[src/rtl/pc_gen.sv]
// rtl/pc_gen.sv - Program counter generator with BOOT/RUN/HALT control; optional PC_MISALIGN_CHECK_EN traps misaligned redirects
module pc_gen #(
    parameter int unsigned            XLEN         = 32,
    parameter logic [XLEN-1:0]        RESET_VECTOR = '0,
    parameter logic [XLEN-1:0]        TRAP_VECTOR  = XLEN'('h100),
    parameter int unsigned            INC          = 4
) (
    input  logic            clk,
    input  logic            rst,
    input  logic            stall,
    input  logic            redirect_valid,
    input  logic [XLEN-1:0] redirect_pc,
    input  logic            trap,
    input  logic            mret,
    input  logic            halt_req,
    input  logic            resume,
    output logic [XLEN-1:0] pc_out,
    output logic            pc_valid,
    output logic [XLEN-1:0] epc_out,
    output logic            misaligned
);

    typedef enum logic [1:0] {
        BOOT = 2'd0,
        RUN  = 2'd1,
        HALT = 2'd2
    } state_t;

    localparam logic [XLEN-1:0] INC_W      = XLEN'(INC);
    localparam logic [XLEN-1:0] ALIGN_MASK = ~XLEN'(3);

    state_t          state, state_nxt;
    logic [XLEN-1:0] pc_nxt;
    logic [XLEN-1:0] epc_nxt;
    logic            mis_nxt;

    always_comb begin
        state_nxt = state;
        pc_nxt    = pc_out;
        epc_nxt   = epc_out;
        mis_nxt   = 1'b0;
        case (state)
            BOOT: begin
                state_nxt = RUN;
            end
            RUN: begin
                if (trap) begin
                    pc_nxt  = TRAP_VECTOR;
                    epc_nxt = pc_out;
                end else if (halt_req) begin
                    state_nxt = HALT;
                end else if (mret) begin
                    pc_nxt = epc_out;
                end else if (redirect_valid) begin
`ifdef PC_MISALIGN_CHECK_EN
                    if (redirect_pc[1:0] != 2'b00) begin
                        pc_nxt  = TRAP_VECTOR;
                        epc_nxt = redirect_pc;
                        mis_nxt = 1'b1;
                    end else begin
                        pc_nxt = redirect_pc;
                    end
`else
                    pc_nxt = redirect_pc & ALIGN_MASK;
`endif
                end else if (!stall) begin
                    // Natural wrap modulo 2^XLEN from the fixed-width add
                    pc_nxt = pc_out + INC_W;
                end
            end
            HALT: begin
                if (trap) begin
                    pc_nxt    = TRAP_VECTOR;
                    epc_nxt   = pc_out;
                    state_nxt = RUN;
                end else if (resume) begin
                    state_nxt = RUN;
                end
            end
            default: begin
                state_nxt = BOOT;
                pc_nxt    = RESET_VECTOR;
            end
        endcase
    end

    always_ff @(posedge clk or negedge rst) begin
        if (!rst) begin
            state   <= BOOT;
            pc_out  <= RESET_VECTOR;
            epc_out <= '0;
        end else begin
            state   <= state_nxt;
            pc_out  <= pc_nxt;
            epc_out <= epc_nxt;
        end
    end

`ifdef PC_MISALIGN_CHECK_EN
    always_ff @(posedge clk or negedge rst) begin
        if (!rst) begin
            misaligned <= 1'b0;
        end else begin
            misaligned <= mis_nxt;
        end
    end
`else
    logic unused_mis;
    assign unused_mis = mis_nxt;
    assign misaligned = 1'b0;
`endif

    assign pc_valid = (state == RUN);

endmodule
[config.mk]
export PLATFORM = sky130hd
export DESIGN_NAME = pc_gen
export DESIGN_NICKNAME = d
export VERILOG_FILES = /design/src/rtl/pc_gen.sv
export SDC_FILE = /design/constraint.sdc
export NUM_CORES = 1
export LEC_CHECK = 0
export ABC_AREA = 1
export BUFFER_PORTS_ARGS = -buffer_cell sky130_fd_sc_hd__buf_4
export CAP_MARGIN = 40
export CORE_ASPECT_RATIO = 0.9
export CORE_UTILIZATION = 54
export CTS_CLUSTER_DIAMETER = 150
export DETAILED_ROUTE_END_ITERATION = 8
export PLACE_DENSITY = 0.88
export SLEW_MARGIN = 10
export SYNTH_ARGS = -nofsm -noshare
export SYNTH_HDL_FRONTEND = slang
export SYNTH_SLANG_ARGS = --single-unit
[constraint.sdc]
create_clock -name clk -period 2 [get_ports clk]
set_clock_uncertainty 0.05 [all_clocks]
set_input_delay 0.4 -clock clk [delete_from_list [all_inputs] [get_ports clk]]
set_output_delay 0.4 -clock clk [all_outputs]
set_load 0.1 [all_outputs]
==> metrics.csv <==
metric,value,unit
min_delay_worst_endpoint,pc_out[19],
place_congestion,0.943,
timing.max_slew.rel_slack,64.0,%
detail_route.wirelength,12.4,mm
synth.area.top_cells,"dfrtp_1, nand2_1, nor2_1",
endpoint_of_the_worst_register_to_register_path,epc_out[14],
wire_length_of_the_first_global_routing_pass,19.9,mm
finish.utilization,70.6,%
cts_max_path_buffers,2,
cts-buffers-inserted,9,
pin_count_of_the_biggest_net_entering_global_routing,35,
core_region_area,0.00751,sq mm
firstDrtPassIters,5,
worstHoldPathCells,5,
antenna_found_initial,0,
post_dr_vias_cell,5.56,
die_y,85.3,um
worst_ir_drop_vdd,1.13,mV
leakage,2.49,nW
setup_viol_count_final,0,
cts_tree,built,
r2r.worst_path.cells,5,
total_routing_usage_reported_by_global_routing,32.3,%
setup_ws,117,ps
numPlacedInstances,795,
status,completed,
final_period_minus_worst_setup_slack,1880,ps
critical_path_required,2170,ps
criticalPathCategory,flop to flop,
fp.dieArea,0.00807,sq mm
powerDensity,1340,mW/mm^2
final_cell_mix,"nand2_1, buf_4, nor2_1",
synth_area_per_cell,6.82,sq um
n_antenna_cell,0,
clk_transition_reported_paths,70,ps
final_hold_slack,305,ps
yosysWarningCount,0,
first_global_vias,4135,
cell_type_with_the_largest_total_area_after_synthesis,dfrtp_1,
clock_sinks,66,
timing.final.max_slew_violations,0,
cap_viol_max_count,0,
max_freq,531,MHz
detailroute.wirelength.met3,1.10,mm
drtIter0Drc,453,
num-nets-final,756,
layout-drive-gt1-share,27.0,%
cp-start-kind,flop,
timing.final.crit_share,94.1,%
io_buffers,102,
syn_nets,656,
synth.ff_latch_count,66,
detailroute.via_count,4514,
worst-path-max-fanout,26,
detailroute.wirelength.met2,5.77,mm
mostFrequentLayoutCell,nand2_1,
critical_path_arrival,2060,ps
worstHoldPathType,primary input to flop,
cts.repair_timing.setup_buffer_count,0,
post-route-drc-count,0,
synthesis.area,0.00417,sq mm
setup_total_negative_slack,0,ps
routedLengthMet1,5.38,mm
r2r_slack,120,ps
worstHoldStart,redirect_pc[19],
starting_density_of_the_core,55.5,%
gate_count_post_synth,611,
standard_cell_area_after_detailed_placement,0.00505,sq mm
dp_slack,94.6,ps
critical_path.reg2reg.startpoint,state[1],
finalInstanceArea,0.00530,sq mm
grt_setup_unrepaired,no,
wire_per_inst,15.3,um
worstMarginPinSlew,539,ps
hpwl,9.09,mm
rows,30,
synth_cell_type_count,36,
cts_root_buf,clkbuf_8,
finalHoldViolations,0,
pwr_total,7.08,mW
gr-total-overflow,0,
ant_nets,0,
syn_to_final_growth,27.3,%
end_kind,flop,
fin_cells,812,
synth.yosys.seq_area_share,39.6,%
synth_top_cell_area_share,39.6,%
clk-insertion-delay-late,350,ps
fp.dieW,94.6,um
route.top_layer_used,met4,
ctsHtreeMaxLevel,3,
num_io_pins,106,
## synth_stat cells, drive strengths merged
library cell    n
o21bai          1
nor2          100
o32ai           1
o21ai          57
o31ai           2
clkbuf         14
xor2            2
a31oi           1
buf            11
nand3          41
dfrtp          66
o211ai          3
and2            1
mux2            2
conb            1
nor3            1
ha              5
o22ai           3
nand4           8
a21oi          30
a211oi          1
inv            48
nand2         212
## cell type report
type,instances,area (sq um)
multi-input cells,472,2230
fillers,638,2200
flip-flops and latches,66,1680
repair buffers,114,871
inverters,48,183
clock buffers,10,138
well taps,96,120
clock inverters,6,90.1
## sequential cells by signal, indices dropped and copies added, names as in the netlist
name / cells
state: 2
epc_out: 32
pc_out: 32
## worst max-delay path: stages (launching register included)
cell and delay [ps]:
dfrtp_1 420, inv_1 110, ha_1 340, nand2_1 340
buf_4 350, o21ai_0 140
## metal layers
layer	up-vias	track usage, %
li1	2159	-
met1	2091	43.9
met2	244	51.6
met3	20	6.63
met4	0	10.7
met5	-	0
## worst max path at each step
stage / startpoint / cells after the start / endpoint / slack, ps
2_1_floorplan: pc_out[20] / 9 / pc_out[22] / 40
3_3_place_gp: state[0] / 7 / pc_out[2] / 190
3_5_place_dp: state[0] / 9 / pc_out[6] / 90
4_1_cts: state[0] / 7 / pc_out[2] / 80
5_1_grt: state[1] / 8 / pc_out[2] / 10
6_report: state[1] / 5 / epc_out[14] / 120
## cell families (layout without fill, tap and decap cells)
| logic type | count (synthesis) | after routing | synth area share (%) |
|---|---|---|---|
| flops | 66 | 66 | 39.6 |
| fa+ha+maj | 5 | 5 | 1.50 |
| mux | 2 | 2 | 0.541 |
| simple gates | 363 | 363 | 37.2 |
| other cells | 1 | 1 | 0.0900 |
| buf+inv | 73 | 178 | 7.51 |
| compound gates | 99 | 99 | 13.1 |
| xor+xnor | 2 | 2 | 0.420 |
## power by group
group | switching (mW) | internal [mW] | leakage (nW) | total (mW)
combinational | 3.04 | 0.811 | 1.49 | 3.85
clock | 0.540 | 0.737 | 0.112 | 1.28
sequential | 0.336 | 1.62 | 0.880 | 1.96
total | 3.91 | 3.17 | 2.49 | 7.08
## what timing repair did
action / 4_1_cts / 5_1_grt
gates resized for setup: 0 / 3
hold buffers: 1 / 0
hold endpoints to repair: 33 / 0
endpoints found under the setup margin: 0 / 25
No activity file was read; power rests on OpenSTA's default activity.
